**src/rtl/booth_pkg.sv**
```systemverilog
// Shared definitions for the sequential radix-2 Booth multiplier.
// Holds the control FSM state encoding and the default operand width.
package booth_pkg;

  localparam int DEFAULT_WIDTH = 8;

  typedef enum logic [1:0] {
    IDLE = 2'd0,
    RUN  = 2'd1,
    DONE = 2'd2
  } state_t;

endpackage

```
**src/rtl/booth_step.sv**
```systemverilog
// One radix-2 Booth iteration: conditional add/sub of M into A, then
// arithmetic shift right of {A,Q,Q(-1)}. Purely combinational, no backpressure.
module booth_step
  import booth_pkg::*;
#(
  parameter int WIDTH = DEFAULT_WIDTH
) (
  input  logic [WIDTH:0] a,
  input  logic [WIDTH:0] m,
  input  logic [WIDTH:0] q,
  input  logic           q_m1,
  output logic [WIDTH:0] a_next,
  output logic [WIDTH:0] q_next,
  output logic           q_m1_next
);

  logic [WIDTH:0] sum;

  always_comb begin
    sum = a;
    case ({q[0], q_m1})
      2'b01:   sum = a + m;
      2'b10:   sum = a - m;
      default: sum = a;
    endcase
    a_next    = {sum[WIDTH], sum[WIDTH:1]};
    q_next    = {sum[0], q[WIDTH:1]};
    q_m1_next = q[0];
  end

endmodule

```
**src/rtl/booth_seq_mult.sv**
```systemverilog
// Sequential Booth multiplier, signed or unsigned; done fires WIDTH+1 edges after start is taken.
// Start is only honoured in IDLE; requests while busy are dropped, not queued.
module booth_seq_mult
  import booth_pkg::*;
#(
  parameter int WIDTH = DEFAULT_WIDTH
) (
  input  logic                 clk,
  input  logic                 rst,
  input  logic                 start,
  input  logic                 signed_mode,
  input  logic [WIDTH-1:0]     M,
  input  logic [WIDTH-1:0]     Q,
  output logic                 busy,
  output logic                 done,
  output logic [2*WIDTH-1:0]   result
);

  localparam int            CW   = $clog2(WIDTH + 2);
  localparam logic [CW-1:0] LAST = CW'(WIDTH);

  state_t         state;
  state_t         state_nxt;
  logic [WIDTH:0] a_reg;
  logic [WIDTH:0] m_reg;
  logic [WIDTH:0] q_reg;
  logic           q_m1_reg;
  logic [CW-1:0]  cnt;

  logic [WIDTH:0] a_step;
  logic [WIDTH:0] q_step;
  logic           q_m1_step;

  booth_step #(.WIDTH(WIDTH)) u_step (
    .a         (a_reg),
    .m         (m_reg),
    .q         (q_reg),
    .q_m1      (q_m1_reg),
    .a_next    (a_step),
    .q_next    (q_step),
    .q_m1_next (q_m1_step)
  );

  always_ff @(posedge clk) begin
    if (rst) begin
      state <= IDLE;
    end else begin
      state <= state_nxt;
    end
  end

  always_comb begin
    state_nxt = state;
    busy      = 1'b0;
    done      = 1'b0;
    case (state)
      IDLE: begin
        if (start) state_nxt = RUN;
      end
      RUN: begin
        busy = 1'b1;
        if (cnt == LAST) state_nxt = DONE;
      end
      DONE: begin
        busy      = 1'b1;
        done      = 1'b1;
        state_nxt = IDLE;
      end
      default: state_nxt = IDLE;
    endcase
  end

  // Operands carry one extra bit so that -M of the most negative value still fits in A.
  always_ff @(posedge clk) begin
    if (rst) begin
      a_reg    <= '0;
      m_reg    <= '0;
      q_reg    <= '0;
      q_m1_reg <= 1'b0;
      cnt      <= '0;
      result   <= '0;
    end else begin
      case (state)
        IDLE: begin
          if (start) begin
            a_reg    <= '0;
            q_m1_reg <= 1'b0;
            cnt      <= '0;
            m_reg    <= {signed_mode & M[WIDTH-1], M};
            q_reg    <= {signed_mode & Q[WIDTH-1], Q};
          end
        end
        RUN: begin
          a_reg    <= a_step;
          q_reg    <= q_step;
          q_m1_reg <= q_m1_step;
          cnt      <= cnt + CW'(1);
          if (cnt == LAST) begin
            result <= {a_step[WIDTH-2:0], q_step};
          end
        end
        default: ;
      endcase
    end
  end

endmodule

```
**config.mk**
```make
export PLATFORM = sky130hd
export DESIGN_NAME = booth_seq_mult
export DESIGN_NICKNAME = d
export VERILOG_FILES = /design/src/rtl/booth_pkg.sv /design/src/rtl/booth_step.sv /design/src/rtl/booth_seq_mult.sv
export SDC_FILE = /design/constraint.sdc
export NUM_CORES = 1
export LEC_CHECK = 0
export ABC_AREA = 1
export ABC_CLOCK_PERIOD_IN_PS = 3500
export CORE_MARGIN = 2
export CORE_UTILIZATION = 44
export DETAILED_ROUTE_END_ITERATION = 8
export GPL_TIMING_DRIVEN = 1
export PLACE_DENSITY = 0.67
export RECOVER_POWER = 100
export SYNTH_ARGS = -nofsm -noshare
export SYNTH_HDL_FRONTEND = slang
export SYNTH_SLANG_ARGS = --single-unit
```
**constraint.sdc**
```tcl
create_clock -name clk -period 3.5 [get_ports clk]
set_clock_uncertainty 0.2 [all_clocks]
set_input_delay 1.05 -clock clk [delete_from_list [all_inputs] [get_ports clk]]
set_output_delay 1.05 -clock clk [all_outputs]
set_load 0.01 [all_outputs]
```
==> results of run 1 <==
[synth_stat cells]
| cell | count | area (um2) |
|---|---|---|
| a21oi_1 | 33 | 165 |
| a21oi_2 | 5 | 43.8 |
| a2bb2oi_1 | 1 | 8.76 |
| a31oi_1 | 9 | 56.3 |
| buf_2 | 7 | 35.0 |
| buf_4 | 3 | 22.5 |
| clkbuf_1 | 4 | 15.0 |
| dfxtp_1 | 49 | 981 |
| fa_1 | 1 | 20.0 |
| ha_1 | 15 | 188 |
| inv_1 | 41 | 154 |
| inv_2 | 8 | 30.0 |
| nand2_1 | 103 | 387 |
| nand2_2 | 5 | 31.3 |
| nand3_1 | 17 | 85.1 |
| nand3_2 | 3 | 30.0 |
| nand3b_1 | 1 | 7.51 |
| nand4_1 | 2 | 12.5 |
| nor2_1 | 14 | 52.6 |
| nor2_2 | 1 | 6.26 |
| nor3_1 | 1 | 5.00 |
| nor3_2 | 1 | 10.0 |
| o211ai_1 | 1 | 7.51 |
| o21a_1 | 2 | 15.0 |
| o21ai_0 | 31 | 155 |
| o21ai_1 | 2 | 10.0 |
| o21ai_2 | 2 | 17.5 |
| o21bai_1 | 2 | 15.0 |
| or2_1 | 1 | 6.26 |
| or2_2 | 3 | 18.8 |
| xnor2_1 | 1 | 8.76 |
| xor2_1 | 6 | 52.6 |
[final timing paths]
kind,to,slack (ns),depth (start not counted)
worst max-delay path,result[12],0.62,8
worst min-delay path,result[0],0.27,2
worst max register to register,result[12],0.62,8
worst min register to register,result[0],0.27,2
[stage by stage]
stage          utilization (%)  cell area (um2)  cells  hold WS (ns)
2_1_floorplan                -             2650    375         0.239
3_3_place_gp              52.0             3060    475         0.248
3_5_place_dp              52.0             3060    475         0.255
4_1_cts                   53.6             3150    483         0.268
5_1_grt                   53.4             3150    483         0.290
6_report                  53.4             3150    483         0.265
[worst max-delay path, delay by kind of cell, from the launching register on]
kind,cells,cell delay (ns)
compound gates,2,0.36
buf+inv,4,0.97
flops,1,0.34
simple gates,1,0.57
fa+ha+maj,1,0.39
[metal layers]
metal,global-route usage (%),vias to the layer above
met1,25.8,1081
met3,3.30,5
met4,5.67,0
met2,30.5,31
li1,-,1279
met5,0,-
[cells by family after synthesis]
family / count (synthesis)
adder cells (fa/ha/maj): 16
AO/OA/AOI/OAI: 88
flip-flops: 49
XOR/XNOR: 7
AND/OR/NAND/NOR: 152
buffers and inverters: 63
[layout make-up]
cell class                 instances  area share (%)
tap                               75            2.98
clock inverter                     3           0.835
inverter                          49            5.85
sequential                        49            31.2
clock buffer                       5            2.19
multi-input combinational        263            44.8
timing repair buffer              39            12.1
[report_power, final]
part	internal (mW)	leakage [nW]	switching [mW]	total, mW
Combinational	0.122	0.944	0.198	0.320
Sequential	0.582	0.399	0.0200	0.601
Clock	0.146	0.0423	0.206	0.352
Total	0.849	1.39	0.425	1.27
[placed cells by master (no fill, tap or decap), types with 2 or more instances in the layout]
cell,instances
nand2_1,104
dfxtp_1,49
inv_1,42
o21ai_0,33
a21oi_1,33
dlygate4sd3_1,19
clkdlybuf4s50_1,18
nand3_1,17
nor2_1,15
ha_1,15
a31oi_1,9
inv_2,7
xor2_1,6
a21oi_2,5
clkbuf_8,5
nand2_2,4
nand3_2,3
or2_2,3
o21ai_2,2
nand4_1,2
o21bai_1,2
o21a_1,2
clkinvlp_4,2
==> metrics, run 1 <==
WL per Instance=about 12 um; power per cell area=405 mW/mm2; CP required=about 3.6 ns; Slew @ Worst Pin=about 0.76 ns; Critical Path End Type=flip-flop; DR pass1 iterations=6; setup TNS=0 ns; Final ANT Viol Nets=0; hold buffer count at cts=0; worst slack, placed=0.570 ns; Clock Sinks=49; sequential area share after synthesis=37.0%; Worst setup SP type=flip-flop; Setup-failing EPs final=0; CP max FO=14; worst setup margin=about 0.62 ns; initial antenna violation count=0; IO Port Bufs=37; HP Start=result[0]; Fill cells=slightly below 600; synth unique cells=32; final WL=5840 um; crit path time final=between 2 and 3 ns; relative slew slack=between 40% and 50%; # DRC=0; Max Cap Viol=0; most used cell, CP=inv_1; Simple-Gate Fraction of Synth Area=about a quarter; total CTS buffers=5; CP peak stage delay=about 0.57 ns; pin count of the biggest net entering global routing=25; grt ovf=0; Root Buffer Master=clkbuf_8; Via-to-Cell Ratio=a little under 5; Via Count=2,396; GPL Wtd Cong=~0.83; worst setup path startpoint=state[1]; CP cell instances=inv_1 > ha_1 > inv_1 > nor2_1 > clkbuf_1 > o21ai_0 > o21bai_1 > inv_1; Final Hold Fails=0; # rows=28; full die area=0.00667 mm2; Die Wd=~82 um; crit path max-delay cell type=nor2_1; initial cell density of the core=about 45%; crit share post-route=82.2%; Mean Syn Cell Area=7.07 um2; max layer used=met4; H-tree lvl count=2; multi-input logic area=0.00141 mm2; layout cells sized above 1=about 8.3%; CP arrival=a little under 3 ns; Post-Syn Nets=around 410; Netlist Area Pre-Place=approximately 0.0027 mm2; clk_lat worst skew=0.31 ns; IO Count=38; met3 WL=around 150 um; FMAX=roughly 0.35 GHz; routed wl met2=roughly 2700 um; register area=981 um2; max FFs per register=16; Worst-path clk slew=around 0.10 ns; Post-Syn Instances=about 380; die extent in y=slightly above 80 um; critical path class=flip-flop to flip-flop; status=completed; RR Startpoint=state[1]; Post-Synth XOR/XNOR Area=about 2.3%; Core Area=approximately 0.0059 mm2; DRT met1 WL=between 2000 and 3000 um; Worst VDD drop=between 0.15 and 0.2 mV; Seq cells post-synth=between 40 and 50; GR Util All Layers=about a fifth; number of global-route vias before repair=approximately 2.2k; Hold Path Class=flip-flop to flip-flop; Power Total=between 1 and 1.5 mW; Synth Area in Adders=~8%; ANT cells=0; Gates resized, CTS repair=0; Lkg Pwr=between 1 and 1.5 nW; Yosys Warn Count=0; RSZ-0062 raised after global routing=false; post-synthesis mux area share=0%; DP HPWL=4410 um; Layout area overhead=18.6%; Longest Clk Path Bufs=2; first-pass GRT wire length=approximately 9800 um; count of nets after finishing=roughly 440; CTS tree=yes; Synth Area in Compound Gates=a little under a fifth; largest family of logic cells by synthesized area=simple AND/OR/NAND/NOR gates; post-CTS setup buffer count=0; Slew Limit Fails=0; drt first-iter violations=approximately 100
Note: power is estimated with default switching activity, not from simulation.
==> run 2, diff against run 1 <==
--- a/config.mk
+++ b/config.mk
@@ -6,12 +6,12 @@
 export NUM_CORES = 1
 export LEC_CHECK = 0
 export ABC_AREA = 1
-export ABC_CLOCK_PERIOD_IN_PS = 3500
+export ABC_CLOCK_PERIOD_IN_PS = 2300
 export CORE_MARGIN = 2
 export CORE_UTILIZATION = 44
 export DETAILED_ROUTE_END_ITERATION = 8
 export GPL_TIMING_DRIVEN = 1
-export PLACE_DENSITY = 0.67
+export PLACE_DENSITY = 0.69
 export RECOVER_POWER = 100
 export SYNTH_ARGS = -nofsm -noshare
 export SYNTH_HDL_FRONTEND = slang
==> constraint.sdc (replaced) <==
create_clock -name clk -period 2.3 [get_ports clk]
set_clock_uncertainty 0.2 [all_clocks]
set_input_delay 0.69 -clock clk [delete_from_list [all_inputs] [get_ports clk]]
set_output_delay 0.69 -clock clk [all_outputs]
set_load 0.01 [all_outputs]
==> run 2 against run 1 <==
The run now ends with negative setup slack left. Register-to-register slack lost 0.68 ns. Cell count grew 6.2%. Worst setup slack worse by 0.68 ns. Die area is the same. Clock power grew 48%. Critical path type unchanged. Critical endpoint is now a_reg[7]. Largest power group unchanged.
==> metrics, run 2 (same netlist as run 1, synthesis figures left out) <==
relative slew slack=65.7% (+16 points); # rows=28 (unchanged); most used cell, CP=nand3_1; Final Hold Fails=0 (unchanged); Int Power=1.40 mW (+65%); IO Port Bufs=37 (unchanged); # DRC=0 (unchanged); CTS tree=yes; die extent in y=81.6 um (unchanged); grt ovf=0 (unchanged); GPL Wtd Cong=0.964 (+16%); Post-Place Cell Area=0.00323 mm2 (+5.6%); Psw=0.699 mW (+65%); layout cells sized above 1=18.5% (+10 points); first-pass GRT wire length=10,300 um (+5.5%); power per cell area=604 mW/mm2 (+49%); Combinational Power Share=31.4% (+6.3 points); clock network power share=24.9% (-2.7 points); clk_lat worst skew=0.31 ns (about the same); ANT cells=0 (unchanged); Via-to-Cell Ratio=5.04 (+1.5%); cell family with the largest share of critical-path delay=simple AND/OR/NAND/NOR gates; Slew @ Worst Pin=0.515 ns (-0.247 ns); CP required=2.31 ns (-1.25 ns); H-tree lvl count=2 (unchanged); Lkg Pwr=1.55 nW (+12%); Fill cells=550 (-6.3%); final WL=6560 um (+12%); Power Total=2.10 mW (+65%); sw frac=33.3% (-0.059 points); Max Cap Viol=0 (unchanged); Via Count=2,584 (+7.8%); crit share post-route=102% (+20 points); Die Wd=81.6 um (unchanged); Final ANT Viol Nets=0 (unchanged); Critical Path End Type=flip-flop; Worst setup SP type=flip-flop; total CTS buffers=5 (unchanged); number of global-route vias before repair=2,295 (+3.5%); Seq pwr share=43.7% (-3.5 points); Worst VDD drop=0.405 mV (+120%); Worst-path clk slew=0.10 ns (about the same); DP Cell Count=498 (+4.8%); full die area=0.00667 mm2 (unchanged); hold buffer count at cts=0 (unchanged); Core Area=0.00589 mm2 (unchanged); DR pass1 iterations=4 (-2); most common cell after layout, fill and taps aside=nand2_1; initial antenna violation count=0 (unchanged); FMAX=0.425 GHz (+22%); WL per Instance=12.8 um (+5.8%); worst setup margin=-0.0541 ns (-0.678 ns); Longest Clk Path Bufs=2 (unchanged); CP max FO=4 (-10); CP arrival=2.36 ns (-0.58 ns); drt first-iter violations=155 (+49%); CP cell instances=inv_2 > buf_4 > nand3_1 > o21ai_1 > xor2_1 > ha_1 > a21oi_2 > or2_1 > nand3_2 > nand3b_1 > nand3_1 > nand2_1; max FFs per register=16 (unchanged); Clock Sinks=49 (unchanged); Hold Path Class=flip-flop to flip-flop; Setup-failing EPs final=2 (+2); GR Util All Layers=20.3% (+1.4 points); Layout area overhead=30.9%; CP peak stage delay=0.34 ns (-0.23 ns); count of nets after finishing=473 (+6.8%); crit path time final=2.35 ns (-0.522 ns); IO Count=38 (unchanged); most frequent cells in the layout=nand2_1 (101), dfxtp_1 (47), inv_1 (39); initial cell density of the core=45.1% (unchanged); critical path class=flip-flop to flip-flop; Bufs and invs on worst path=2 (-2); failing checks=negative setup slack; Slew Limit Fails=0 (unchanged); DP HPWL=4670 um (+5.8%); Root Buffer Master=clkbuf_8; pin count of the biggest net entering global routing=20 (-20%); status=complete, but fails checks; Post-Layout Cell Count=513 (+6.2%); post-route cell area=0.00347 mm2 (+10%); RSZ-0062 raised after global routing=true; crit path max-delay cell type=dfxtp_2
## run 2: path summary, 6_finish.rpt
path / cells after the start / start / endpoint / slack (ns)
worst min register to register: 2 / cnt[3] / cnt[3] / 0.27
worst max-delay path: 12 / m_reg[1] / a_reg[7] / -0.05
worst min-delay path: 2 / cnt[3] / cnt[3] / 0.27
worst max register to register: 12 / m_reg[1] / a_reg[7] / -0.05
## run 2: power groups by stage
stage / clock (mW) / sequential (mW) / combinational, mW
after detailed placement: 0 / 0.934 / 0.573
after floorplan: 0 / 0.925 / 0.378
after global routing: 0.561 / 0.923 / 0.729
after CTS: 0.530 / 0.917 / 0.629
final: 0.522 / 0.918 / 0.659
after global placement: 0 / 0.934 / 0.561
## run 2: layout make-up
type / instances / area [um2] / area share (%)
tap: 75 / 93.8 / 2.70
multi-input combinational: 263 / 1530 / 44.1
timing repair buffer: 69 / 596 / 17.1
clock inverter: 2 / 13.8 / 0.396
sequential: 49 / 983 / 28.3
inverter: 49 / 184 / 5.30
clock buffer: 6 / 72.6 / 2.09
## run 2: repair_timing
action	CTS	global route
setup endpoints to repair	13	12
buffers inserted	4	3
pin swaps	8	8
gates resized for setup	24	12
## run 2: metal layers
metal,share of wire [%],GRT usage [%]
met5,0,0
met4,1.0,6.83
met3,3.8,3.63
met2,48,33.0
met1,47,27.2
## run 2: tightest hold or removal path: cells and delay by family (launching register included)
| kind | cells | cell delay [ns] |
|---|---|---|
| buffers and inverters | 1 | 0.06 |
| flip-flops | 1 | 0.32 |
| AO/OA/AOI/OAI | 1 | 0.05 |
## run 2: stage by stage
step           setup TNS (ns)  util, %  setup WS (ns)  hold WS (ns)
2_1_floorplan               0        -         0.0361         0.239
3_3_place_gp           -0.264     54.9        -0.0735         0.252
3_5_place_dp           -0.571     54.9         -0.111         0.258
4_1_cts            -0.0000693     58.2     -0.0000693         0.266
5_1_grt                 -1.14     59.0         -0.201         0.297
6_report              -0.0852     59.0        -0.0541         0.266
==> run 3, diff against run 2 <==
--- a/config.mk
+++ b/config.mk
@@ -5,13 +5,12 @@
 export SDC_FILE = /design/constraint.sdc
 export NUM_CORES = 1
 export LEC_CHECK = 0
-export ABC_AREA = 1
 export ABC_CLOCK_PERIOD_IN_PS = 2300
 export CORE_MARGIN = 2
 export CORE_UTILIZATION = 44
 export DETAILED_ROUTE_END_ITERATION = 8
 export GPL_TIMING_DRIVEN = 1
-export PLACE_DENSITY = 0.69
+export PLACE_DENSITY = 0.79
 export RECOVER_POWER = 100
 export SYNTH_ARGS = -nofsm -noshare
 export SYNTH_HDL_FRONTEND = slang
==> run 3 against run 2 <==
First-iteration DRC count up 21%. Worst hold slack worse by 0.0063 ns. Combinational power increased by 15%. Cell count down 11%. Critical endpoint unchanged. Clock power up 21%. The flow still finishes with violations (negative setup slack).
==> metrics, run 3 <==
Final Hold Fails=0 (unchanged); clk_lat worst skew=0.31 ns (about the same); Mean Syn Cell Area=8.20 um2 (+16%); setup TNS=-1.05 ns (-0.961 ns); most common cell after layout, fill and taps aside=nand2_1; worst setup margin=-0.141 ns (-0.0869 ns); Worst setup SP type=flip-flop; CTS tree=yes; number of global-route vias before repair=2,360 (+2.8%); total CTS buffers=5 (unchanged); crit share post-route=106% (+3.8 points); ANT cells=0 (unchanged); Die Wd=80.6 um (-1.3%); Post-Place Cell Area=0.00324 mm2 (+0.27%); Yosys Warn Count=0 (unchanged); IO Count=38 (unchanged); initial cell density of the core=46.3% (+1.3 points); CP max FO=5 (+1); Critical Path End Type=flip-flop; M2 GR Usage=39.5% (+6.5 points); GR Util All Layers=21.2% (+0.97 points); worst slack, placed=-0.213 ns (-0.102 ns); drt first-iter violations=188 (+21%); ranking of synthesized cells by area=dfxtp_1 (38%), nand2_1 (7.7%), ha_1 (7.3%); Hold Path Class=flip-flop to flip-flop; final WL=6960 um (+6.2%); critical path class=flip-flop to flip-flop; sequential area share after synthesis=38.0% (+1.0 points); relative slew slack=49.2% (-17 points); Setup-failing EPs final=11 (+9); DP Cell Count=440 (-12%); die extent in y=80.6 um (-1.3%); Seq cells post-synth=49 (unchanged); M3 GR Usage=3.82% (+0.19 points); Post-Syn Instances=315 (-16%); pin count of the biggest net entering global routing=24 (+20%); initial antenna violation count=0 (unchanged); synth unique cells=48 (+50%); Synth area leader=dfxtp_1; top-count cell post-synth=nand2_1; # rows=27 (-3.6%); asr flop ratio synth=0% (unchanged); Root Buffer Master=clkbuf_8; H-tree lvl count=2 (unchanged); power per cell area=649 mW/mm2 (+7.4%); RSZ-0062 raised after global routing=true; # DRC=0 (unchanged); Post-Layout Cell Count=455 (-11%); DR pass1 iterations=4 (unchanged); Lkg Pwr=1.40 nW (-10%); crit path time final=2.44 ns (+0.0869 ns); Slew @ Worst Pin=0.762 ns (+0.248 ns); final core occ=64.0% (+5.0 points); layout cells sized above 1=23.5% (+5.0 points); EDFF count, synth=0 (unchanged); FMAX=0.410 GHz (-3.6%); full die area=0.00650 mm2 (-2.5%); Top FF cell, synth=dfxtp_1; Fill cells=452 (-18%); CP required=2.30 ns (about the same); Final ANT Viol Nets=0 (unchanged); Worst VDD drop=0.253 mV (-38%); IO Port Bufs=37 (unchanged); GPL Wtd Cong=0.873 (-9.4%); Layout area overhead=38.2%; Via-to-Cell Ratio=5.49 (+9.1%); top post-synthesis cells by count=nand2_1 (53), dfxtp_1 (49), a21oi_1 (36), nor2_1 (30), ha_1 (15); hold buffer count at cts=0 (unchanged); CP arrival=2.44 ns (+0.08 ns); failing checks=negative setup slack; first-pass GRT wire length=10,800 um (+4.1%); Clock Sinks=49 (unchanged); Longest Clk Path Bufs=2 (unchanged); Slew Limit Fails=0 (unchanged); Core Area=0.00557 mm2 (-5.3%); Worst-path clk slew=0.09 ns (about the same); Post-Syn Nets=351 (-15%); count of nets after finishing=418 (-12%); WL per Instance=15.3 um (+20%); most frequent cells in the layout=nand2_1 (53), dfxtp_1 (42), buf_4 (32); post-synth top area share=38.0% (+1.0 points); grt ovf=0 (unchanged); Via Count=2,500 (-3.3%); status=complete, but fails checks; DP HPWL=4660 um (-0.13%); Netlist Area Pre-Place=0.00258 mm2 (-2.6%); hold_ws=0.260 ns (-0.00634 ns); max FFs per register=16 (unchanged); grt met1 use=23.6% (-3.6 points); busiest metal layer after global routing=met2; Max Cap Viol=0 (unchanged); Power Total=2.32 mW (+10%); post-route cell area=0.00357 mm2 (+2.8%)
-- run 3: changes by cell type after synthesis, moves of 7 or more --
| cell | delta |
|---|---|
| inv_1 | -28 |
| nand3_1 | -13 |
| nand2_1 | -50 |
| mux2i_1 | +12 |
| a211oi_1 | +11 |
| nor2_1 | +16 |
| o21ai_0 | -28 |
| inv_2 | -7 |
| xnor2_1 | +8 |
-- run 3: timing repair --
item                       in CTS  in global routing
resized for setup              20                 23
setup endpoints to repair      15                 12
setup buffers                   4                  3
pin swaps                      24                 20
-- run 3: worst paths after layout --
path | startpoint | end | cells past startpoint | slack [ns]
worst min-delay path | result[9] | result[9] | 2 | 0.26
worst max-delay path | m_reg[2] | a_reg[7] | 10 | -0.14
worst max register to register | m_reg[2] | a_reg[7] | 10 | -0.14
worst min register to register | result[9] | result[9] | 2 | 0.26
-- run 3: critical path, cell delays in order (launching register included) --
cell	delay [ns]
dfxtp_2	0.37
nor3_2	0.26
a31oi_2	0.15
xnor2_1	0.20
ha_1	0.34
a21oi_2	0.18
nand3_2	0.11
buf_4	0.16
a31oi_4	0.13
xnor2_1	0.14
o32ai_1	0.09
-- run 3: power by group --
| group | internal, mW | switching (mW) | leakage (nW) |
|---|---|---|---|
| Clock | 0.326 | 0.307 | 0.0585 |
| Combinational | 0.379 | 0.382 | 0.940 |
| Sequential | 0.886 | 0.0364 | 0.401 |
-- run 3: kinds of logic (layout without fill, tap and decap cells) --
kind of cell	after synthesis	count (layout)	share of synthesized area [%]
multiplexers	13	13	5.09
XOR/XNOR	12	12	4.07
adder cells (fa/ha/maj)	16	16	8.04
flip-flops	49	49	38.0
AND/OR/NAND/NOR	113	113	19.7
AO/OA/AOI/OAI	80	80	19.7
buffers and inverters	32	100	5.38
-- run 3: per-layer routing --
| metal | share of wire, % | up-vias |
|---|---|---|
| met5 | 0 | - |
| met4 | 3.2 | 0 |
| met3 | 4.0 | 22 |
| met2 | 52 | 76 |
| met1 | 41 | 1177 |
| li1 | - | 1225 |
-- run 3: final cells by class --
type                            instances  area, um2  share of cell area [%]
Timing Repair Buffer                   78        681                    19.1
Clock buffer                            5       68.8                    1.93
Sequential cell                        49        990                    27.7
Clock inverter                          3       43.8                    1.23
Multi-Input combinational cell        234       1640                    46.1
Tap cell                               72       90.1                    2.52
Inverter                               14       52.6                    1.47
